==> config.mk <==
export PLATFORM = sky130hd
export DESIGN_NAME = shift_add_mult
export DESIGN_NICKNAME = d
export VERILOG_FILES = /design/src/rtl/shift_add_mult_pkg.sv /design/src/rtl/shift_add_mult.sv
export SDC_FILE = /design/constraint.sdc
export NUM_CORES = 1
export LEC_CHECK = 0
export CORE_MARGIN = 4
export CORE_UTILIZATION = 57
export CTS_CLUSTER_DIAMETER = 60
export DETAILED_ROUTE_END_ITERATION = 8
export GPL_ROUTABILITY_DRIVEN = 0
export GPL_TIMING_DRIVEN = 0
export PLACE_DENSITY = 0.81
export SLEW_MARGIN = 5
export SYNTH_ARGS = -nofsm -noshare
export SYNTH_HDL_FRONTEND = slang
export SYNTH_SLANG_ARGS = --single-unit
==> constraint.sdc <==
create_clock -name clk -period 6.3 [get_ports clk]
set_input_delay 1.26 -clock clk [delete_from_list [all_inputs] [get_ports clk]]
set_output_delay 1.26 -clock clk [all_outputs]
set_load 0.005 [all_outputs]
==> src/rtl/shift_add_mult_pkg.sv <==
// Shared definitions for the shift-and-add fixed-point multiplier:
// default operand sizes, derived-width helpers and the FSM encoding.
package shift_add_mult_pkg;

  localparam int DEF_NI = 8;
  localparam int DEF_NF = 8;

  // Multiplicand width, format NI.NF
  function automatic int mcand_w(input int ni, input int nf);
    return ni + nf;
  endfunction

  // Full product width, format 2NI.NF
  function automatic int prod_w(input int ni, input int nf);
    return 2 * ni + nf;
  endfunction

  // Iteration counter width
  function automatic int cnt_w(input int ni);
    return $clog2(ni) + 1;
  endfunction

  localparam int DEF_MCAND_W = mcand_w(DEF_NI, DEF_NF);
  localparam int DEF_PROD_W  = prod_w(DEF_NI, DEF_NF);
  localparam int DEF_CNT_W   = cnt_w(DEF_NI);

  typedef enum logic {
    IDLE = 1'b0,
    RUN  = 1'b1
  } state_t;

endpackage

==> src/rtl/shift_add_mult.sv <==
// Sequential shift-and-add multiplier: unsigned NI.NF multiplicand times
// unsigned NI-bit multiplier, one multiplier bit per clock, LSB first.
//
// Handshake: start is sampled only while idle (state=IDLE, busy=0); a start
// seen on a clock edge latches both operands and the block is busy for
// exactly NI cycles. ready pulses for one cycle when the new product,
// result_int and overflow become visible; start may be asserted during
// that ready cycle for back-to-back operation. There is no backpressure.
module shift_add_mult
  import shift_add_mult_pkg::*;
#(
  parameter int NF = DEF_NF,
  parameter int NI = DEF_NI
) (
  input  logic                  clk,
  input  logic                  reset,
  input  logic                  start,
  input  logic [NI+NF-1:0]      multiplicand,
  input  logic [NI-1:0]         multiplier,
  output logic [2*NI+NF-1:0]    product,
  output logic [NI-1:0]         result_int,
  output logic                  overflow,
  output logic                  busy,
  output logic                  ready,
  output state_t                state
);

  localparam int MW = mcand_w(NI, NF);
  localparam int PW = prod_w(NI, NF);
  localparam int CW = cnt_w(NI);
  localparam int SW = MW + 1;

  logic [CW-1:0] n;
  logic [PW-1:0] acc;
  logic [MW-1:0] mcand_q;
  logic [NI-1:0] mplier_q;

  logic          bit_n;
  logic          last;
  logic [MW-1:0] window;
  logic [SW-1:0] sum;
  logic [PW-1:0] sum_wide;
  logic [PW-1:0] mask;
  logic [PW-1:0] acc_next;

  // One accumulate step. Before step n the accumulator is below
  // mcand*2^n, so only bits [n+MW-1:n] can be nonzero above bit n and an
  // MW+1-bit add on that window captures the full carry.
  always_comb begin
    bit_n    = |(mplier_q & (NI'(1) << n));
    last     = (n == CW'(NI - 1));
    window   = MW'(acc >> n);
    sum      = {1'b0, window} + {1'b0, mcand_q};
    sum_wide = PW'(sum) << n;
    mask     = PW'({SW{1'b1}}) << n;
    acc_next = acc;
    if (bit_n) begin
      acc_next = (acc & ~mask) | sum_wide;
    end
  end

  // Control FSM with registered outputs; results change only at completion.
  always_ff @(posedge clk) begin
    if (reset) begin
      state      <= IDLE;
      n          <= '0;
      acc        <= '0;
      mcand_q    <= '0;
      mplier_q   <= '0;
      product    <= '0;
      result_int <= '0;
      overflow   <= 1'b0;
      busy       <= 1'b0;
      ready      <= 1'b0;
    end else begin
      case (state)
        IDLE: begin
          ready <= 1'b0;
          if (start) begin
            mcand_q  <= multiplicand;
            mplier_q <= multiplier;
            acc      <= '0;
            n        <= '0;
            busy     <= 1'b1;
            state    <= RUN;
          end
        end
        RUN: begin
          acc <= acc_next;
          n   <= n + CW'(1);
          if (last) begin
            product    <= acc_next;
            result_int <= acc_next[NF+NI-1:NF];
            overflow   <= |acc_next[PW-1:NF+NI];
            busy       <= 1'b0;
            ready      <= 1'b1;
            state      <= IDLE;
          end
        end
        default: begin
          state <= IDLE;
          busy  <= 1'b0;
          ready <= 1'b0;
        end
      endcase
    end
  end

endmodule

# After elaboration in Yosys (flattened, before gate mapping)
# Index checks and enable logic that the tools add are counted.
# word_totals
in_bits,27
regBits,88
# classes
eq_ne,3
add_sub_neg,2
n_shift,4
n_mux,13
reduce_logical,5
bitwise,5
# ops
operator,n
$mux 24,2
$pmux 24 s2,1
$and 24x24->24,1
$not 24->24,1
$or 24x24->24,1
$shl 17x4->24,1
$shl 17x4->24 const A,1
$shr 24x4->16,1
$add 16x16->17,1
$reduce_or 8->1,2
$and 8x8->8,1
$pmux 4 s2,1
$shl 1x4->8 const A,1
$pmux 1 s2,3
$reduce_and 2->1,3
$mux 1,5
$add 4x1->4 const B,1
$eq 4x3->1 const B,1
$mux 4,1
$ne 2x1->1 const B,1
$ne 2x2->1 const B,1
$not 1->1,1

# Longest topological paths before layout
# Gate-level depths: netlist of the first run.
# depth
ltp_word,6
ltp_mapped,19
ltp_nobuf,17

# Least setup slack after synthesis of the first run
# No wires, ideal clock.
# synth_path
path_kind,flip-flop to flip-flop
start,register n[0]
end,register overflow
path_stages_with_launch,20
path_buffers,4
setup_slack_ns,1.071
arrival_ns,5.095
setup_time_ns,0.134
cell_sequence,dfxtp_1 -> clkbuf_1 -> buf_1 -> clkbuf_1 -> buf_2 -> nand2_1 -> and3_1 -> a21oi_1 -> o21ai_0 -> ha_1 -> fa_1 -> a21o_1 -> a221oi_2 -> nor4_2 -> or3_4 -> xor2_1 -> mux4_2 -> a221oi_2 -> and4b_1 -> a41oi_1
# synth_via
elab_chain_cells,6
elab_cells_between_ends,14
classes_between,add/sub: 1; eq/ne: 1; shift: 4; mux: 1; bitwise: 4; reduce/logical: 3
# synth_lines
item,line,rtl
from (decl),shift_add_mult.sv:33,logic [CW-1:0] n;
from (signal assigned),shift_add_mult.sv:90,n <= n + CW'(1);
$shr 24x4->16 or $shl 17x4->24 (tied branches),"shift_add_mult.sv:52, shift_add_mult.sv:55",
$add 16x16->17 or $not 24->24 (tied branches),"shift_add_mult.sv:53, shift_add_mult.sv:58",
$shl 17x4->24 or $and 24x24->24 (tied branches),"shift_add_mult.sv:54, shift_add_mult.sv:58",
$or 24x24->24,shift_add_mult.sv:58,acc_next = (acc & ~mask) | sum_wide;
$mux 24,shift_add_mult.sv:57,if (bit_n) begin
$reduce_or 8->1,shift_add_mult.sv:94,overflow <= |acc_next[PW-1:NF+NI];
to (signal assigned),shift_add_mult.sv:94,
to (decl),shift_add_mult.sv:22,"output logic overflow,"
# Parallel ways exist; a longest one is shown, timed or not.
# A chain may end at the register's enable or synchronous reset.

# Worst setup path in the final report of the first run
# Ends and elaborated chain as after synthesis.

==> results of run 1 <==
## state kept, by name (all words and copies together) (netlist names)
signal,flops
acc,24
busy,1
mcand_q,16
mplier_q,8
n,4
overflow,1
product,24
ready,1
state,1
## cells by family (layout without fill, tap and decap cells)
| logic type | count (synthesis) | in the layout | share of synthesized area |
|---|---|---|---|
| simple gates | 200 | 200 | 0.1575 |
| xor+xnor | 17 | 17 | 0.02768 |
| compound gates | 217 | 217 | 0.2619 |
| buf+inv | 60 | 138 | 0.04768 |
| mux | 50 | 50 | 0.1456 |
| fa+ha+maj | 26 | 26 | 0.06188 |
| flops | 80 | 80 | 0.2977 |
## placed cells by master, fill, tap and decap left out, drive strengths merged, types with 7 or more instances in the layout
| cell | synthesis | final |
|---|---|---|
| a211oi | 11 | 11 |
| a21o | 7 | 7 |
| a21oi | 63 | 63 |
| a22o | 17 | 17 |
| buf | 15 | 14 |
| clkbuf | 40 | 51 |
| clkdlybuf4s50 | 0 | 62 |
| dfxtp | 80 | 80 |
| ha | 25 | 25 |
| inv | 5 | 7 |
| mux2i | 22 | 22 |
| mux4 | 22 | 22 |
| nand2 | 131 | 131 |
| nand3 | 7 | 7 |
| nor2 | 30 | 30 |
| nor3 | 10 | 10 |
| o21ai | 62 | 62 |
| xnor2 | 8 | 8 |
| xor2 | 9 | 9 |
## final cells by class
cell class,count,area share
Multi-Input combinational cell,510,0.5567
Sequential cell,80,0.2527
Timing Repair Buffer,62,0.09791
Buffer,55,0.03790
Tap cell,111,0.02191
Clock buffer,10,0.02171
Clock inverter,6,0.008291
Inverter,5,0.002961
## power by group
group | internal, mW | leakage [nW] | switching, mW
registers | 0.517 | 0.649 | 0.00983
clock network | 0.159 | 0.0910 | 0.223
logic | 0.0870 | 1.67 | 0.135
total | 0.763 | 2.41 | 0.368
## per-stage QoR
stage	setup slack, ns	instances	cell area [um^2]	hold slack (ns)
finish	0.3413	839	6339	0.4548
detailed placement	-0.1257	823	6138	0.4406
CTS	0.004972	839	6336	0.4604
floorplan	1.071	650	5379	0.4357
global placement	-0.004547	823	6138	0.4336
global route	0.06810	839	6339	0.4723
## metal layers
layer  wire length, um  vias to the layer above
met1              6258                     2632
met5                 0                        -
li1                  -                     2526
met4               910                        0
met3              1813                      115
met2              7618                      415
## worst paths after layout
check | start | slack (ns) | cells after the start | end
setup / recovery | n[0] | 0.34 | 19 | overflow
hold / removal | product[7] | 0.45 | 2 | product[7]
setup reg to reg | n[0] | 0.34 | 19 | overflow
hold reg to reg | product[7] | 0.45 | 2 | product[7]
## repair_timing
action	CTS	global route
pin swaps	0	0
buffers inserted	0	0
gates resized for setup	1	4
endpoints found under the setup margin	1	25
endpoints found under the hold margin	0	0
## critical path: cells and delay by family (launching register included)
kind,cells,cell delay (ns)
AO/OA/AOI/OAI,6,1.35
multiplexers,1,0.54
adder cells (fa/ha/maj),2,0.66
buffers and inverters,4,1.54
flip-flops,1,0.52
XOR/XNOR,1,0.16
AND/OR/NAND/NOR,5,1.04
==> flow_summary_export.csv, run 1 <==
group,metric,value,unit
sta,finalMaxSlewViolations,0,
global_routing,grt.busiest_layer,"met2",
power,power.total,1.132,mW
logic_synthesis,synth_seq_cells,80,
logic_synthesis,synthesis.nets,703,
cts,clock_tree.buffer_depth,2,
sta,report.final.setup_viol,0,
cts,tritoncts_clock_tree,"built",
logic_synthesis,post-synth-top-count-cell,"nand2_1",
die,core.rowCount,35,
die,fp.dieArea,11050,um^2
logic_synthesis,syn-instance-count,650,
logic_synthesis,synthesis.area_per_instance,8.275,um^2
cts,clock_latency_on_the_worst_skew_pair,0.38,ns
final_layout,seq_area,1602,um^2
final_layout,final_layout_size_suffix_gt1_frac,0.09341,
route,drt-total-wl,16.60,mm
power,power.static_leakage,2.413,nW
logic_synthesis,synth_largest_area_cell,"dfxtp_1",
die,initial_utilization,0.5849,
logic_synthesis,syn-cell-area,5379,um^2
route,post_drt_wl_per_cell,19.79,um
route,drtAntennaViolNets,0,
sta,period_minus_slack,5.959,ns
global_routing,track_usage,0.3025,
route,dr_total_vias,5688,
logic_synthesis,synth_common_cells,"nand2_1 (131), dfxtp_1 (80), a21oi_1 (63), o21ai_0 (61), clkbuf_1 (40)",
global_routing,antenna_violations_before_repair,0,
final_layout,area.growth.synth_to_final,17.84,%
sta,max_slew.worst_pin.slew,0.8729,ns
global_routing,grt_first_pass_wirelength,26.80,mm
route,drt_iter0_drc,797,
final_layout,multi_input_area,3528,um^2
die,die_h,105.1,um
sta,setup_tns,0,ns
final_layout,final_core_util,0.6893,
placed_design,post-dp-hpwl,12.80,mm
power,vdd.ir_drop.worst,0.1373,mV
cts,cts_hold_repair.buffers,0,
logic_synthesis,netlist_top_cells_area,"dfxtp_1 (30%), mux4_2 (9.2%), nand2_1 (9.1%)",
final_layout,fillers,761,
logic_synthesis,postSynth.asyncResetShare,0,
placed_design,port-buffer-count,62,
global_routing,grt_pass1_vias,5337,
global_routing,grt.met2_usage,0.5050,
route,post_drt_via_cell_ratio,6.779,
sta,timing.final.crit_share,0.9458,
die,core-area,9196,um^2
sta,finalHoldViolations,0,
global_routing,grt_max_degree,16,
route,1st_pass_router_iterations,9,
final_layout,final_net_count,776,
setup_path,crit_type,"reg -> reg",
cts,tritoncts.num_buffers,9,
status,run_status,"finished clean",
setup_path,worstPathCellList,"clkbuf_2, clkbuf_2, clkbuf_1, buf_2, nand2_1, and3_1, a21oi_1, o21ai_0, ha_1, fa_1, a21o_1, a221oi_2, nor4_2, or3_4, xor2_1, mux4_2, a221oi_2, and4b_1, a41oi_1",
setup_path,worst-path-max-fanout,10,
global_routing,grtUsageMet1,0.3709,
sta,slew_headroom,0.4136,
sta,maximum_clock_frequency,0.1678,GHz
die,top_level_ports,63,
logic_synthesis,synth.yosys.seq_area_share,0.2977,
global_routing,grt_util_met3,0.06547,
power,power_density,178.5,nW/um^2
logic_synthesis,synth_largest_type_area_fraction,0.2977,
cts,clock_sink_count,80,
setup_path,worstPathRequired,6.54,ns
setup_path,critPathMaxStageDelay,0.54,ns
hold_path,hp-class,"reg -> reg",
cts,clk_root_buffer_cell,"clkbuf_8",
route,drc,0,
global_routing,globalRoute.totalOverflow,0,
logic_synthesis,synth_enable_flop_cells,0,
logic_synthesis,yosysUniqueCellTypes,56,
die,dieWidth,105.1,um
sta,setup_repair_after_global_routing_missed_its_margin,"no",
setup_path,cell_with_the_largest_stage_delay_on_the_worst_path,"mux4_2",
flow_run,max_cap_viol_count,0,
setup_path,cp-start-kind,"flop",
cts,cts.htree.levels,3,
setup_path,crit_path_dat,6.20,ns
final_layout,antenna-diode-count,0,
sta,clock_skew,0.007792,ns
setup_path,critPathCaptureType,"flop",
logic_synthesis,yosysWarnings,0,
cts,clkSlewWorstSetupHoldPaths,0.09,ns
logic_synthesis,synth-main-ff-cell,"dfxtp_1",
Note: power is estimated with default switching activity, not from simulation.
==> run 2: changes to the inputs <==
CORE_UTILIZATION = 40   (was 57)
PLACE_DENSITY = unset   (was 0.81)
==> flow_summary_export.csv, run 2 (synthesis results as in run 1) <==
group,metric,value,unit
setup_path,crit_type,"reg -> reg",
power,vdd.ir_drop.worst,0.1235,mV
global_routing,grt_max_degree,15,
route,drc,0,
sta,clock_skew,0.01002,ns
global_routing,grt_first_pass_wirelength,26.82,mm
route,drtAntennaViolNets,0,
sta,finalHoldViolations,0,
placed_design,post-dp-hpwl,13.55,mm
setup_path,worstPathCellList,"clkbuf_2, buf_2, clkbuf_1, buf_2, nor2_1, a21oi_1, nand2_1, o211ai_1, o21ai_0, ha_1, a21o_1, a211o_1, a21oi_1, mux2_2, o21ai_0, o221ai_1, a211oi_1, and4b_1, a41oi_1",
die,core.rowCount,42,
die,fp.dieArea,15370,um^2
final_layout,fillers,1272,
final_layout,most-common-layout-cells,"nand2_1 (131), dfxtp_1 (80), a21oi_1 (63)",
final_layout,area.growth.synth_to_final,22.17,%
cts,tritoncts_clock_tree,"built",
final_layout,final_net_count,776,
global_routing,globalRoute.totalOverflow,0,
cts,clk_root_buffer_cell,"clkbuf_16",
route,drt-total-wl,17.17,mm
cts,clock_latency_on_the_worst_skew_pair,0.36,ns
global_routing,antenna_violations_before_repair,0,
cts,clkSlewWorstSetupHoldPaths,0.06,ns
die,top_level_ports,63,
route,drt_iter0_drc,460,
sta,maximum_clock_frequency,0.1679,GHz
cts,clock_sink_count,80,
setup_path,worst-path-max-fanout,10,
die,initial_utilization,0.4078,
final_layout,antenna-diode-count,0,
sta,finalMaxSlewViolations,0,
setup_path,critPathCaptureType,"flop",
route,post_drt_via_cell_ratio,5.896,
route,dr_total_vias,5324,
cts,tritoncts.num_buffers,9,
flow_run,max_cap_viol_count,0,
cts,cts.htree.levels,3,
final_layout,final_core_util,0.4982,
sta,period_minus_slack,5.955,ns
sta,setup_tns,0,ns
sta,setup_slack,0.3447,ns
placed_design,port-buffer-count,62,
sta,timing.final.crit_share,0.9453,
setup_path,cp-start-kind,"flop",
status,run_status,"finished clean",
global_routing,track_usage,0.2280,
setup_path,worstPathRequired,6.52,ns
final_layout,largestRegisters,"acc x24, product x24, mcand_q x16",
setup_path,critPathMaxStageDelay,0.49,ns
setup_path,cell_with_the_largest_stage_delay_on_the_worst_path,"dfxtp_1",
die,die_h,124.0,um
hold_path,hp-class,"reg -> reg",
cts,clock_tree.buffer_depth,2,
power,power_density,207.6,nW/um^2
sta,max_slew.worst_pin.slew,0.8665,ns
sta,report.final.setup_viol,0,
final_layout,final_layout_size_suffix_gt1_frac,0.09216,
sta,slew_headroom,0.4179,
setup_path,crit_path_dat,6.18,ns
final_layout,final_common_cell,"nand2_1",
global_routing,grt_pass1_vias,5043,
route,post_drt_wl_per_cell,19.02,um
placed_design,dp_slack,-0.2738,ns
sta,setup_repair_after_global_routing_missed_its_margin,"no",
cts,cts_setup_buffers,0,
power,power.total,1.364,mW
route,1st_pass_router_iterations,5,
die,core-area,13190,um^2
die,dieWidth,124.0,um
cts,cts_hold_repair.buffers,0,
power,power.static_leakage,2.489,nW
==> run 2: cell types whose count changed in the layout (fill, tap and decap cells not counted), sizes merged <==
cell / before / now
bufinv: 0 / 3
clkbuf: 51 / 49
clkinvlp: 2 / 0
buf: 14 / 15
inv: 7 / 6
==> run 2: where the power goes <==
group	switching [mW]	leakage, nW	total (mW)	internal, mW
sequential	0.0100	0.649	0.528	0.518
clock	0.226	0.166	0.614	0.388
combinational	0.136	1.67	0.222	0.0869
total	0.372	2.49	1.36	0.992
==> run 2: final cells by class <==
type,instances,area (um^2),share of cell area
clock inverters,6,116.4,0.01771
inverters,5,18.77,0.002856
well taps,176,220.2,0.03351
clock buffers,9,225.2,0.03427
repair buffers,62,620.6,0.09444
flip-flops and latches,80,1602,0.2437
plain buffers,55,240.2,0.03656
multi-input cells,510,3528,0.5369
==> run 2: what timing repair did <==
action,in CTS,in global routing
setup endpoints to repair,9,4
resized for setup,2,2
gates cloned,0,0
==> run 2: critical path: cells and delay by family, from the launching register on <==
family | cells | cell delay (ns)
compound gates | 10 | 2.52
fa+ha+maj | 1 | 0.43
buf+inv | 4 | 1.55
flops | 1 | 0.49
mux | 1 | 0.38
simple gates | 3 | 0.45
==> run 2: path summary, 6_finish.rpt <==
kind / depth (start not counted) / slack, ns / startpoint / to
worst min register to register: 2 / 0.45 / product[7] / product[7]
worst max register to register: 19 / 0.34 / n[0] / overflow
worst max-delay path: 19 / 0.34 / n[0] / overflow
worst min-delay path: 2 / 0.45 / product[7] / product[7]
==> run 2: through the flow <==
step           area (um^2)  hold WS, ns  cells
6_report              6571       0.4520    903
5_1_grt               6571       0.4748    903
4_1_cts               6570       0.4556    903
3_5_place_dp          6220       0.4425    888
3_3_place_gp          6220       0.4362    888
2_1_floorplan         5379       0.4357    650
==> run 2: layer usage <==
| metal | routed length, um | GRT usage | vias up |
|---|---|---|---|
| met3 | 1357 | 0.06312 | 33 |
| li1 | - | - | 2529 |
| met4 | 450 | 0.07187 | 0 |
| met1 | 7305 | 0.2973 | 2523 |
| met5 | 0 | 0 | - |
| met2 | 8061 | 0.3674 | 239 |
==> run 3: changes to the inputs <==
GPL_TIMING_DRIVEN = unset   (was 0)
==> flow_summary_export.csv, run 3 (synthesis results as in run 1) <==
group,metric,value,unit
status,run_status,"finished clean",
hold_path,hp-class,"reg -> reg",
global_routing,grt_pass1_vias,4842,
setup_path,crit_path_dat,5.42,ns
sta,worst_hold_slack,0.4508,ns
cts,tritoncts.num_buffers,9,
setup_path,worstPathRequired,6.51,ns
die,initial_utilization,0.4078,
die,die_h,124.0,um
sta,timing.final.crit_share,0.8269,
power,power.static_leakage,2.415,nW
power,vdd.ir_drop.worst,0.1712,mV
route,drc,0,
cts,cts.htree.levels,3,
sta,slew_headroom,0.2339,
cts,clk_root_buffer_cell,"clkbuf_16",
final_layout,final_net_count,733,
sta,maximum_clock_frequency,0.1920,GHz
setup_path,reg2reg_from,"n[1]",
global_routing,grt_first_pass_wirelength,25.14,mm
sta,report.final.setup_viol,0,
route,post_drt_wl_per_cell,18.25,um
route,1st_pass_router_iterations,5,
sta,finalHoldViolations,0,
sta,clock_skew,0.01155,ns
cts,clock_tree.buffer_depth,2,
global_routing,grt_max_degree,41,
placed_design,post-dp-hpwl,11.95,mm
die,core-area,13190,um^2
die,top_level_ports,63,
power,power.total,1.279,mW
final_layout,most-common-layout-cells,"nand2_1 (131), dfxtp_1 (78), a21oi_1 (63)",
final_layout,largestRegisters,"acc x24, product x24, mcand_q x16",
setup_path,worst-path-max-fanout,40,
sta,max_slew.worst_pin.slew,1.146,ns
setup_path,crit_type,"reg -> reg",
sta,setup_tns,0,ns
global_routing,globalRoute.totalOverflow,0,
global_routing,antenna_violations_before_repair,0,
setup_path,cp-start-kind,"flop",
final_layout,area.growth.synth_to_final,18.80,%
placed_design,port-buffer-count,62,
setup_path,cp-startpoint,"n[1]",
cts,cts_hold_repair.buffers,0,
die,dieWidth,124.0,um
flow_run,max_cap_viol_count,0,
sta,finalMaxSlewViolations,0,
cts,cts_resized,0,
route,dr_total_vias,5054,
die,fp.dieArea,15370,um^2
final_layout,final_common_cell,"nand2_1",
cts,cts_setup_buffers,0,
sta,setup_repair_after_global_routing_missed_its_margin,"no",
die,core.rowCount,42,
cts,clock_sink_count,80,
cts,clock_latency_on_the_worst_skew_pair,0.34,ns
power,power_density,200.2,nW/um^2
route,drtAntennaViolNets,0,
cts,clkSlewWorstSetupHoldPaths,0.06,ns
final_layout,antenna-diode-count,0,
global_routing,track_usage,0.2091,
route,drt_iter0_drc,573,
setup_path,critPathCaptureType,"flop",
cts,tritoncts_clock_tree,"built",
placed_design,dp_slack,1.238,ns
sta,setup_slack,1.090,ns
route,post_drt_via_cell_ratio,5.877,
final_layout,fillers,1263,
final_layout,final_layout_size_suffix_gt1_frac,0.1038,
route,drt-total-wl,15.69,mm
hold_path,hp-start,"product[7]",
sta,period_minus_slack,5.210,ns
[run 3: area by class of cell]
class | count | area, um^2 | share of cell area
clock inverter | 5 | 65.06 | 0.01018
clock buffer | 10 | 239.0 | 0.03740
sequential | 80 | 1604 | 0.2510
tap | 176 | 220.2 | 0.03446
inverter | 5 | 18.77 | 0.002937
multi-input combinational | 510 | 3532 | 0.5528
timing repair buffer | 74 | 710.7 | 0.1112
[run 3: worst max-delay path, stage by stage (launching register included)]
cell and delay (ns):
dfxtp_2 0.89, mux2_2 0.42, o21ai_0 0.24, o21ai_0 0.17
nand2_1 0.10, o21ai_0 0.08, ha_1 0.25, fa_1 0.41
a21o_1 0.20, a221oi_2 0.41, nor4_2 0.13, or3_4 0.37
xor2_1 0.15, mux4_2 0.51, a221oi_2 0.37, and4b_1 0.25
a41oi_1 0.12
[run 3: final timing paths]
check,slack (ns),to,cells past startpoint
worst min-delay path,0.45,product[7],2
worst min register to register,0.45,product[7],2
worst max register to register,1.09,overflow,16
worst max-delay path,1.09,overflow,16
[run 3: power breakdown]
group	switching, mW	internal, mW
registers	0.0161	0.518
logic	0.121	0.0871
clock network	0.217	0.320
total	0.355	0.925
[run 3: per-stage QoR]
step / cells / instance area [um^2] / utilization
finish: 860 / 6390 / 0.4844
global route: 860 / 6390 / 0.4844
CTS: 860 / 6390 / 0.4844
detailed placement: 845 / 6086 / 0.4614
global placement: 845 / 6086 / 0.4614
floorplan: 650 / 5379 / -
[run 3: layer usage]
layer / part of all wire / global-route usage
met5: 0 / 0
met4: 0.014 / 0.06913
met3: 0.062 / 0.04632
met2: 0.49 / 0.3427
met1: 0.44 / 0.2740
